## src/rtl/id_ex_hazard_stage_if.sv

```systemverilog
// ID-to-EX bundle: decoded ID operands/control in, registered EX view plus
// hazard enables and stall statistics out.
interface id_ex_hazard_stage_if #(
  parameter int CNT_W = 16
);
  logic             id_valid;
  logic [4:0]       id_rs;
  logic [4:0]       id_rt;
  logic [4:0]       id_rd;
  logic             id_uses_rt;
  logic             id_reg_write;
  logic             id_mem_read;
  logic             id_mem_write;
  logic             id_mem_to_reg;
  logic             id_alu_src;
  logic [3:0]       id_alu_op;
  logic [31:0]      id_rdata1;
  logic [31:0]      id_rdata2;
  logic [31:0]      id_imm;
  logic             flush;

  logic             pc_write;
  logic             if_id_write;
  logic             ex_valid;
  logic [4:0]       ex_rs;
  logic [4:0]       ex_rt;
  logic [4:0]       ex_rd;
  logic             ex_reg_write;
  logic             ex_mem_read;
  logic             ex_mem_write;
  logic             ex_mem_to_reg;
  logic             ex_alu_src;
  logic [3:0]       ex_alu_op;
  logic [31:0]      ex_rdata1;
  logic [31:0]      ex_rdata2;
  logic [31:0]      ex_imm;
  logic [CNT_W-1:0] stall_count;

  modport master (
    output id_valid, id_rs, id_rt, id_rd, id_uses_rt, id_reg_write, id_mem_read,
           id_mem_write, id_mem_to_reg, id_alu_src, id_alu_op, id_rdata1,
           id_rdata2, id_imm, flush,
    input  pc_write, if_id_write, ex_valid, ex_rs, ex_rt, ex_rd, ex_reg_write,
           ex_mem_read, ex_mem_write, ex_mem_to_reg, ex_alu_src, ex_alu_op,
           ex_rdata1, ex_rdata2, ex_imm, stall_count
  );

  modport slave (
    input  id_valid, id_rs, id_rt, id_rd, id_uses_rt, id_reg_write, id_mem_read,
           id_mem_write, id_mem_to_reg, id_alu_src, id_alu_op, id_rdata1,
           id_rdata2, id_imm, flush,
    output pc_write, if_id_write, ex_valid, ex_rs, ex_rt, ex_rd, ex_reg_write,
           ex_mem_read, ex_mem_write, ex_mem_to_reg, ex_alu_src, ex_alu_op,
           ex_rdata1, ex_rdata2, ex_imm, stall_count
  );
endinterface

```

## src/rtl/id_ex_hazard_stage.sv

```systemverilog
// ID/EX pipeline register with load-use hazard detection: inserts STALL_CYCLES
// bubbles while freezing PC and IF/ID; a branch flush squashes the ID slot.
module id_ex_hazard_stage #(
  parameter int STALL_CYCLES = 1,
  parameter int CNT_W        = 16
) (
  input logic                 clk,
  input logic                 rst,
  id_ex_hazard_stage_if.slave bus
);
  typedef enum logic [0:0] {RUN = 1'b0, STALL = 1'b1} state_t;

  typedef struct packed {
    logic        valid;
    logic [4:0]  rs;
    logic [4:0]  rt;
    logic [4:0]  rd;
    logic        reg_write;
    logic        mem_read;
    logic        mem_write;
    logic        mem_to_reg;
    logic        alu_src;
    logic [3:0]  alu_op;
    logic [31:0] rdata1;
    logic [31:0] rdata2;
    logic [31:0] imm;
  } ex_t;

  // cnt counts the bubbles still owed after the current STALL cycle
  localparam logic [3:0] CNT_INIT = (STALL_CYCLES > 1) ? 4'(STALL_CYCLES - 2) : 4'd0;
  localparam logic [CNT_W-1:0] CNT_MAX = {CNT_W{1'b1}};
  localparam logic [CNT_W-1:0] CNT_ONE = {{(CNT_W-1){1'b0}}, 1'b1};

  state_t           state_r, state_s;
  logic [3:0]       cnt_r, cnt_s;
  logic             hazard_s, stall_req_s, bubble_s;
  logic [CNT_W-1:0] stall_count_r;
  ex_t              ex_r, id_s;

  assign id_s = {bus.id_valid, bus.id_rs, bus.id_rt, bus.id_rd, bus.id_reg_write,
                 bus.id_mem_read, bus.id_mem_write, bus.id_mem_to_reg, bus.id_alu_src,
                 bus.id_alu_op, bus.id_rdata1, bus.id_rdata2, bus.id_imm};

  // Hazard detection, stall request and next-state / bubble selection
  always_comb begin
    hazard_s = ex_r.valid & ex_r.mem_read & (ex_r.rt != 5'd0) & bus.id_valid &
               ((ex_r.rt == bus.id_rs) | (bus.id_uses_rt & (ex_r.rt == bus.id_rt)));
    stall_req_s = (((state_r == RUN) & hazard_s) | (state_r == STALL)) & ~bus.flush;
    state_s  = state_r;
    cnt_s    = cnt_r;
    bubble_s = 1'b0;
    if (bus.flush) begin
      bubble_s = 1'b1;
      state_s  = RUN;
      cnt_s    = 4'd0;
    end else begin
      case (state_r)
        RUN: begin
          if (hazard_s) begin
            bubble_s = 1'b1;
            if (STALL_CYCLES > 1) begin
              state_s = STALL;
              cnt_s   = CNT_INIT;
            end else begin
              state_s = RUN;
            end
          end else begin
            bubble_s = 1'b0;
          end
        end
        STALL: begin
          bubble_s = 1'b1;
          if (cnt_r == 4'd0) begin
            state_s = RUN;
          end else begin
            cnt_s = cnt_r - 4'd1;
          end
        end
        default: begin
          state_s = RUN;
          cnt_s   = 4'd0;
        end
      endcase
    end
  end

  // Hazard FSM state and remaining-bubble counter
  always_ff @(posedge clk or posedge rst) begin
    if (rst) begin
      state_r <= RUN;
      cnt_r   <= 4'd0;
    end else begin
      state_r <= state_s;
      cnt_r   <= cnt_s;
    end
  end

  // ID/EX pipeline register: bubble or capture every cycle
  always_ff @(posedge clk or posedge rst) begin
    if (rst) begin
      ex_r <= '0;
    end else if (bubble_s) begin
      ex_r <= '0;
    end else begin
      ex_r <= id_s;
    end
  end

  // Saturating count of cycles spent stalled
  always_ff @(posedge clk or posedge rst) begin
    if (rst) begin
      stall_count_r <= '0;
    end else if (stall_req_s && (stall_count_r != CNT_MAX)) begin
      stall_count_r <= stall_count_r + CNT_ONE;
    end else begin
      stall_count_r <= stall_count_r;
    end
  end

  assign bus.pc_write      = ~stall_req_s;
  assign bus.if_id_write   = ~stall_req_s;
  assign bus.ex_valid      = ex_r.valid;
  assign bus.ex_rs         = ex_r.rs;
  assign bus.ex_rt         = ex_r.rt;
  assign bus.ex_rd         = ex_r.rd;
  assign bus.ex_reg_write  = ex_r.reg_write;
  assign bus.ex_mem_read   = ex_r.mem_read;
  assign bus.ex_mem_write  = ex_r.mem_write;
  assign bus.ex_mem_to_reg = ex_r.mem_to_reg;
  assign bus.ex_alu_src    = ex_r.alu_src;
  assign bus.ex_alu_op     = ex_r.alu_op;
  assign bus.ex_rdata1     = ex_r.rdata1;
  assign bus.ex_rdata2     = ex_r.rdata2;
  assign bus.ex_imm        = ex_r.imm;
  assign bus.stall_count   = stall_count_r;
endmodule

```

## src/flat_wrapper.sv

```systemverilog
// flat-port wrapper written by rule: the top's interface ports become plain ports
module id_ex_hazard_stage_flat 
#(
  parameter int STALL_CYCLES = 1,
  parameter int CNT_W        = 16
)
  (clk, rst, bus_id_valid, bus_id_rs, bus_id_rt, bus_id_rd, bus_id_uses_rt, bus_id_reg_write, bus_id_mem_read, bus_id_mem_write, bus_id_mem_to_reg, bus_id_alu_src, bus_id_alu_op, bus_id_rdata1, bus_id_rdata2, bus_id_imm, bus_flush, bus_pc_write, bus_if_id_write, bus_ex_valid, bus_ex_rs, bus_ex_rt, bus_ex_rd, bus_ex_reg_write, bus_ex_mem_read, bus_ex_mem_write, bus_ex_mem_to_reg, bus_ex_alu_src, bus_ex_alu_op, bus_ex_rdata1, bus_ex_rdata2, bus_ex_imm, bus_stall_count);
  id_ex_hazard_stage_if #(.CNT_W(CNT_W)) bus_i ();
  input logic clk;
  input logic rst;
  input wire logic [$bits(bus_i.id_valid)-1:0] bus_id_valid;
  input wire logic [$bits(bus_i.id_rs)-1:0] bus_id_rs;
  input wire logic [$bits(bus_i.id_rt)-1:0] bus_id_rt;
  input wire logic [$bits(bus_i.id_rd)-1:0] bus_id_rd;
  input wire logic [$bits(bus_i.id_uses_rt)-1:0] bus_id_uses_rt;
  input wire logic [$bits(bus_i.id_reg_write)-1:0] bus_id_reg_write;
  input wire logic [$bits(bus_i.id_mem_read)-1:0] bus_id_mem_read;
  input wire logic [$bits(bus_i.id_mem_write)-1:0] bus_id_mem_write;
  input wire logic [$bits(bus_i.id_mem_to_reg)-1:0] bus_id_mem_to_reg;
  input wire logic [$bits(bus_i.id_alu_src)-1:0] bus_id_alu_src;
  input wire logic [$bits(bus_i.id_alu_op)-1:0] bus_id_alu_op;
  input wire logic [$bits(bus_i.id_rdata1)-1:0] bus_id_rdata1;
  input wire logic [$bits(bus_i.id_rdata2)-1:0] bus_id_rdata2;
  input wire logic [$bits(bus_i.id_imm)-1:0] bus_id_imm;
  input wire logic [$bits(bus_i.flush)-1:0] bus_flush;
  output wire logic [$bits(bus_i.pc_write)-1:0] bus_pc_write;
  output wire logic [$bits(bus_i.if_id_write)-1:0] bus_if_id_write;
  output wire logic [$bits(bus_i.ex_valid)-1:0] bus_ex_valid;
  output wire logic [$bits(bus_i.ex_rs)-1:0] bus_ex_rs;
  output wire logic [$bits(bus_i.ex_rt)-1:0] bus_ex_rt;
  output wire logic [$bits(bus_i.ex_rd)-1:0] bus_ex_rd;
  output wire logic [$bits(bus_i.ex_reg_write)-1:0] bus_ex_reg_write;
  output wire logic [$bits(bus_i.ex_mem_read)-1:0] bus_ex_mem_read;
  output wire logic [$bits(bus_i.ex_mem_write)-1:0] bus_ex_mem_write;
  output wire logic [$bits(bus_i.ex_mem_to_reg)-1:0] bus_ex_mem_to_reg;
  output wire logic [$bits(bus_i.ex_alu_src)-1:0] bus_ex_alu_src;
  output wire logic [$bits(bus_i.ex_alu_op)-1:0] bus_ex_alu_op;
  output wire logic [$bits(bus_i.ex_rdata1)-1:0] bus_ex_rdata1;
  output wire logic [$bits(bus_i.ex_rdata2)-1:0] bus_ex_rdata2;
  output wire logic [$bits(bus_i.ex_imm)-1:0] bus_ex_imm;
  output wire logic [$bits(bus_i.stall_count)-1:0] bus_stall_count;
  assign bus_i.id_valid = bus_id_valid;
  assign bus_i.id_rs = bus_id_rs;
  assign bus_i.id_rt = bus_id_rt;
  assign bus_i.id_rd = bus_id_rd;
  assign bus_i.id_uses_rt = bus_id_uses_rt;
  assign bus_i.id_reg_write = bus_id_reg_write;
  assign bus_i.id_mem_read = bus_id_mem_read;
  assign bus_i.id_mem_write = bus_id_mem_write;
  assign bus_i.id_mem_to_reg = bus_id_mem_to_reg;
  assign bus_i.id_alu_src = bus_id_alu_src;
  assign bus_i.id_alu_op = bus_id_alu_op;
  assign bus_i.id_rdata1 = bus_id_rdata1;
  assign bus_i.id_rdata2 = bus_id_rdata2;
  assign bus_i.id_imm = bus_id_imm;
  assign bus_i.flush = bus_flush;
  assign bus_pc_write = bus_i.pc_write;
  assign bus_if_id_write = bus_i.if_id_write;
  assign bus_ex_valid = bus_i.ex_valid;
  assign bus_ex_rs = bus_i.ex_rs;
  assign bus_ex_rt = bus_i.ex_rt;
  assign bus_ex_rd = bus_i.ex_rd;
  assign bus_ex_reg_write = bus_i.ex_reg_write;
  assign bus_ex_mem_read = bus_i.ex_mem_read;
  assign bus_ex_mem_write = bus_i.ex_mem_write;
  assign bus_ex_mem_to_reg = bus_i.ex_mem_to_reg;
  assign bus_ex_alu_src = bus_i.ex_alu_src;
  assign bus_ex_alu_op = bus_i.ex_alu_op;
  assign bus_ex_rdata1 = bus_i.ex_rdata1;
  assign bus_ex_rdata2 = bus_i.ex_rdata2;
  assign bus_ex_imm = bus_i.ex_imm;
  assign bus_stall_count = bus_i.stall_count;
  id_ex_hazard_stage #(.STALL_CYCLES(STALL_CYCLES), .CNT_W(CNT_W)) u_core (.clk(clk), .rst(rst), .bus(bus_i));
endmodule
```

## config.mk

```make
export PLATFORM = sky130hd
export DESIGN_NAME = id_ex_hazard_stage_flat
export DESIGN_NICKNAME = d
export VERILOG_FILES = /design/src/rtl/id_ex_hazard_stage_if.sv /design/src/rtl/id_ex_hazard_stage.sv /design/src/flat_wrapper.sv
export SDC_FILE = /design/constraint.sdc
export NUM_CORES = 1
export LEC_CHECK = 0
export CAP_MARGIN = 10
export CORE_ASPECT_RATIO = 1.75
export CORE_MARGIN = 3
export CORE_UTILIZATION = 39
export CTS_CLUSTER_DIAMETER = 200
export CTS_CLUSTER_SIZE = 10
export DETAILED_ROUTE_END_ITERATION = 10
export PLACE_DENSITY = 0.84
export SLEW_MARGIN = 20
export SYNTH_ARGS = -nofsm -noshare
export SYNTH_HDL_FRONTEND = slang
export SYNTH_SLANG_ARGS = --single-unit
```

## constraint.sdc

```tcl
create_clock -name clk -period 5.4 [get_ports clk]
set_clock_uncertainty 0.05 [all_clocks]
set_input_delay 1.08 -clock clk [delete_from_list [all_inputs] [get_ports clk]]
set_output_delay 1.08 -clock clk [all_outputs]
set_load 0.02 [all_outputs]
```

==> summary.txt, run 1 <==
Outcome
  – Run status: finished clean

Yosys
  – Synth warnings: 0
  – Ys async rst share: 100%
  – Post-synth EDFFs: 0
  – Mapped Area: ~5100 sq um
  – Cells after Synth: ~380
  – Ys flop type: dfrtp_1
  – Seq cells post-synth: roughly 140
  – Net count after synthesis: ~510
  – Synth cell types: 28
  – Seq/Total Area, Yosys: between 70% and 80%
  – Mean post-synth cell area: 13.4 sq um

Timing
  – Final setup viols: 0
  – Setup slack after layout: approximately 1.2 ns
  – Period utilisation layout: 77.7%
  – Slew Limit Fails: 0
  – Measured slew at the worst slew-check pin: around 0.93 ns
  – Final Critical Period: approximately 4.2 ns
  – Fmax: 238 MHz
  – Setup TNS: 0 ns
  – Slew Limit Headroom: a little under two fifths
  – RSZ-0062 raised after global routing: no
  – Final Hold Viols: 0

Drt
  – Met1 wire length: ~4300 um
  – WL final: roughly 13000 um
  – Wire per inst: ~16 um
  – Drt pass-1 iters: 4
  – Top Layer Used: met5
  – Met2 WL: ~7500 um
  – WL met3: 1240 um
  – Via density: 4.52
  – Remaining antenna violation count: 0
  – Vias post-DR: about 3700
  – DRC errors left: 0
  – Initial detailed-routing violation count: 129

Place
  – Worst slack, placed: between 1 and 1.5 ns
  – Hpwl dp: just over 10000 um
  – Number of port buffers: ~260
  – Routability cong.: 0.828

Clock network
  – CTS Buffer Depth: 2
  – Num CTS Buffers: 17
  – Clk Latency, worst-skew pair: about 0.4 ns
  – CTS Sinks: around 140
  – Clock transition at path regs: 0.06 ns
  – Post-CTS Setup Bufs: 0
  – Post-cts hold buffer count: 0
  – Post-CTS sizing: 0
  – H-tree depth: 4
  – CTS tree: built
  – Root Driver: clkbuf_16

Setup path
  – Worst path bufs/invs: 2
  – Worst setup SP type: input pin
  – Crit. End Element: output port
  – Critical path required time: ~4.3 ns
  – Worst Path Max Fanout: 18
  – Most frequent CP cell: clkdlybuf4s50_1
  – CP top delay family: buffers and inverters
  – Critical-path cell list: clkdlybuf4s50_1 > nor2_1 > a21oi_4 > clkdlybuf4s50_1
  – Setup CP Type: in2out
  – Worst path max stage delay: 0.70 ns
  – CP max-delay cell: clkdlybuf4s50_1
  – Critical path arrival: ~3.1 ns

Cells and area
  – Commonest cells after routing, fill and taps aside: clkdlybuf4s50_1 (263), dfrtp_1 (142), and2_1 (121)
  – P&R area growth vs syn: 67.2%
  – Util after Layout: between 60 and 70%
  – Layout cells sized above 1: 5.95%
  – Ant. Diodes: 0
  – Final #Nets: a little under 800
  – Fill cells: around 940
  – Commonest non-fill, non-tap cell in the layout: clkdlybuf4s50_1

Floorplan
  – Die X: just over 90 um
  – Ports: 264
  – Die Ht: around 160 um
  – Initial core utilization: 40.2%
  – # rows: between 50 and 60
  – Core Box Area: approximately 13000 sq um
  – Die area: ~14000 sq um

Pwr
  – P_leak: 3.71 nW
  – Peak supply drop: about 0.00024 V
  – Pwr dens: around 320 nW/um^2

Global route
  – Tot GR Track Use: a little under a fifth
  – Initial antenna violation count: 1
  – Vias in the first global route: 4207
  – Overflow after GRT: 0
  – Largest net degree at the start of global routing: 110
  – First-pass GRT wire length: about 21000 um

Worst hold path
  – Worst Hold Class: reg2reg

Job
  – Maxcap violations: 0
## synth_stat cells (all sizes together), types with 4 or more instances
cell | n | share of area [%]
nand4 | 4 | 0.50
clkbuf | 14 | 1.3
nand2 | 10 | 0.74
xor2 | 13 | 2.3
nor2 | 11 | 0.82
nor3 | 7 | 0.92
inv | 5 | 0.37
nor4 | 9 | 1.2
nand3 | 9 | 0.89
dfrtp | 142 | 70
xnor2 | 14 | 2.4
and2 | 121 | 15
## power breakdown
part           internal, mW  switching [mW]
combinational         0.189           0.146
clock                 0.772           0.440
sequential             1.11          0.0177
## routing by layer
metal	vias to the layer above	track usage, %
met2	176	35.3
met4	2	7.87
li1	1729	-
met1	1793	18.4
met3	23	8.23
met5	-	0
## area by class of cell
type | instances | area, sq um | area share, %
multi-input combinational | 213 | 1390 | 16.5
clock buffer | 17 | 425 | 5.04
clock inverter | 13 | 190 | 2.25
tap | 168 | 210 | 2.49
sequential | 142 | 3550 | 42.1
timing repair buffer | 266 | 2660 | 31.4
inverter | 5 | 23.8 | 0.281
## logic make-up after synthesis
logic type,share of synthesized area [%]
multiplexers,0.223
buffers and inverters,2.15
flip-flops,70.3
AO/OA/AOI/OAI,1.39
XOR/XNOR,4.68
AND/OR/NAND/NOR,20.5
adder cells (fa/ha/maj),0.743
## through the flow
step / area (sq um) / hold WS [ns] / power (mW) / std cells
2_1_floorplan: 5050 / 0.452 / 1.28 / 377
3_3_place_gp: 7830 / 0.429 / 1.48 / 794
3_5_place_dp: 7830 / 0.439 / 1.49 / 794
4_1_cts: 8450 / 0.448 / 2.71 / 824
5_1_grt: 8450 / 0.477 / 2.77 / 824
6_report: 8450 / 0.451 / 2.68 / 824
## path summary, 6_finish.rpt
path | end | slack, ns | cells after the start | start
max | bus_pc_write | 1.21 | 4 | bus_flush
min | u_core.bus.stall_count[6]$_DFFE_PP0P_ | 0.45 | 1 | u_core.bus.stall_count[6]$_DFFE_PP0P_
max reg2reg | u_core.bus.stall_count[1]$_DFFE_PP0P_ | 3.00 | 6 | u_core.bus.ex_rt[0]$_DFF_PP0_
min reg2reg | u_core.bus.stall_count[6]$_DFFE_PP0P_ | 0.45 | 1 | u_core.bus.stall_count[6]$_DFFE_PP0P_
max in group asynchronous | u_core.cnt_r[3]$_DFFE_PP0P_ | 3.05 | 3 | rst
min in group asynchronous | u_core.bus.ex_imm[22]$_DFF_PP0_ | 1.24 | 2 | rst
Power figures use the tool's default switching activity.
==> run 2, diff against run 1 <==
==> constraint.sdc (replaced) <==
create_clock -name clk -period 4.3 [get_ports clk]
set_clock_uncertainty 0.05 [all_clocks]
set_input_delay 0.86 -clock clk [delete_from_list [all_inputs] [get_ports clk]]
set_output_delay 0.86 -clock clk [all_outputs]
set_load 0.02 [all_outputs]
==> summary.txt, run 2 (synthesis results as in run 1) <==
Outcome
  – Run status: finished clean

Pwr
  – Cell Int Power: roughly 2.5 mW
  – Comb pwr share: 13.0%
  – Sequential power share: 43.7%
  – Peak supply drop: 0.000287 V
  – Pwr dens: between 300 and 400 nW/um^2
  – Clk network pwr share: 43.3%
  – Switching pwr: ~760 uW
  – Switching share of power: a little under a quarter
  – P_leak: 3.69 nW

Cells and area
  – Layout cells sized above 1: 6.23%
  – Final #Nets: about 770
  – Ant. Diodes: 0
  – P&R area growth vs syn: 66.5%
  – Util after Layout: between 60% and 70%
  – Commonest non-fill, non-tap cell in the layout: clkdlybuf4s50_1
  – Finished Cell Area: about 8400 sq um
  – Commonest cells after routing, fill and taps aside: clkdlybuf4s50_1 (263), dfrtp_1 (142), and2_1 (121)

Place
  – Hpwl dp: just over 10000 um
  – Post-DP Area: about 7800 sq um
  – Worst slack, placed: roughly 0.57 ns
  – Routability cong.: about 0.87
  – Number of port buffers: 263

Clock network
  – Root Driver: clkbuf_16
  – CTS Buffer Depth: 2
  – Post-cts hold buffer count: 0
  – Clk Latency, worst-skew pair: 0.40 ns
  – H-tree depth: 4
  – Num CTS Buffers: 17
  – Post-CTS Setup Bufs: 0
  – Post-CTS sizing: 0
  – Clock transition at path regs: about 0.060 ns
  – CTS tree: built
  – CTS Sinks: between 100 and 150

Global route
  – Initial antenna violation count: 0
  – Overflow after GRT: 0
  – Vias in the first global route: between 4000 and 5000
  – Largest net degree at the start of global routing: 88
  – Tot GR Track Use: roughly a fifth
  – First-pass GRT wire length: roughly 22000 um

Drt
  – Remaining antenna violation count: 0
  – Via density: around 4.5
  – Vias post-DR: about 3800
  – Wire per inst: 16.5 um
  – Initial detailed-routing violation count: 106
  – WL final: approximately 14000 um
  – DRC errors left: 0
  – Drt pass-1 iters: 5

Setup path
  – Critical path required time: 3.39 ns
  – Critical path arrival: around 2.8 ns
  – Reg2Reg Depth: 6
  – R2r startpoint: u_core.bus.ex_rt[0]$_DFF_PP0_
  – Worst Path Max Fanout: 18
  – Worst setup SP type: input pin
  – FF-to-FF End: u_core.bus.stall_count[1]$_DFFE_PP0P_
  – Setup CP Type: in2out
  – Crit. End Element: output port
  – Worst reg-to-reg setup slack: 1.90 ns

Timing
  – Slew Limit Fails: 0
  – Slew Limit Headroom: between 40 and 50%
  – RSZ-0062 raised after global routing: no
  – Setup slack after layout: about 0.55 ns
  – Fmax: about 270 MHz
  – Setup TNS: 0 ns
  – Measured slew at the worst slew-check pin: about 0.76 ns
  – Final Hold Viols: 0
  – Final setup viols: 0
  – Final Critical Period: approximately 3.8 ns
  – Period utilisation layout: between 80% and 90%

Worst hold path
  – Worst Hold Class: reg2reg
  – Min-delay src: u_core.bus.stall_count[6]$_DFFE_PP0P_
  – Hold Path Cell Cnt: 1
  – Hold worst-path end: u_core.bus.stall_count[6]$_DFFE_PP0P_

Floorplan
  – Die Ht: around 160 um
  – # rows: 54
  – Core Box Area: approximately 13000 sq um
  – Initial core utilization: 40.2%
  – Die X: about 90 um
  – Ports: 264
  – Die area: roughly 14000 sq um

Job
  – Maxcap violations: 0
==> run 2: cell count changes in the layout (fill, tap and decap cells not counted), sizes merged <==
cell / previous run / this run
inv: 8 / 6
clkinv: 2 / 6
bufinv: 4 / 2
clkinvlp: 4 / 5
buf: 3 / 4
==> run 2: critical path, stage by stage <==
cell             delay [ns]
clkdlybuf4s50_1        0.45
xnor2_1                0.16
nand3_1                0.09
o22ai_1                0.16
a21oi_4                0.43
clkdlybuf4s50_1        0.70
==> run 2: through the flow <==
stage / hold slack, ns / std cells / power (mW)
after floorplan: 0.452 / 377 / 1.61
after global placement: 0.431 / 795 / 1.86
after detailed placement: 0.443 / 795 / 1.87
after CTS: 0.455 / 826 / 3.28
after global routing: 0.485 / 826 / 3.36
final: 0.459 / 826 / 3.24
==> run 2: area by class of cell <==
| cell class | count | area [sq um] |
|---|---|---|
| fillers | 908 | 4150 |
| repair buffers | 267 | 2670 |
| clock buffers | 17 | 425 |
| multi-input cells | 213 | 1390 |
| well taps | 168 | 210 |
| inverters | 5 | 22.5 |
| clock inverters | 14 | 145 |
| flip-flops and latches | 142 | 3550 |
==> run 2: power by group through the flow <==
| stage | clock [mW] | sequential (mW) | combinational (mW) |
|---|---|---|---|
| final | 1.40 | 1.42 | 0.423 |
| after global routing | 1.49 | 1.42 | 0.451 |
| after CTS | 1.43 | 1.42 | 0.430 |
| after detailed placement | 0 | 1.44 | 0.427 |
| after global placement | 0 | 1.44 | 0.419 |
| after floorplan | 0 | 1.52 | 0.0851 |
==> run 2: metal layers <==
layer	global-route usage [%]	vias to the layer above	share of wire, %
met5	0	-	0
met4	9.71	0	3.6
met3	7.31	32	8.4
met2	35.6	203	55
met1	19.5	1794	33
li1	-	1728	-
==> run 2: worst max path at each step <==
stage | startpoint | endpoint | slack, ns | cells past startpoint
global route | u_core.bus.ex_rt[0]$_DFF_PP0_ | bus_if_id_write | 0.43 | 5
detailed placement | bus_id_rs[0] | bus_if_id_write | 0.57 | 6
global placement | bus_id_rt[4] | bus_pc_write | 0.65 | 6
floorplan | u_core.bus.ex_rt[0]$_DFF_PP0_ | bus_pc_write | 1.53 | 6
CTS | u_core.bus.ex_rt[0]$_DFF_PP0_ | bus_if_id_write | 0.56 | 5
finish | bus_id_rs[0] | bus_if_id_write | 0.55 | 6
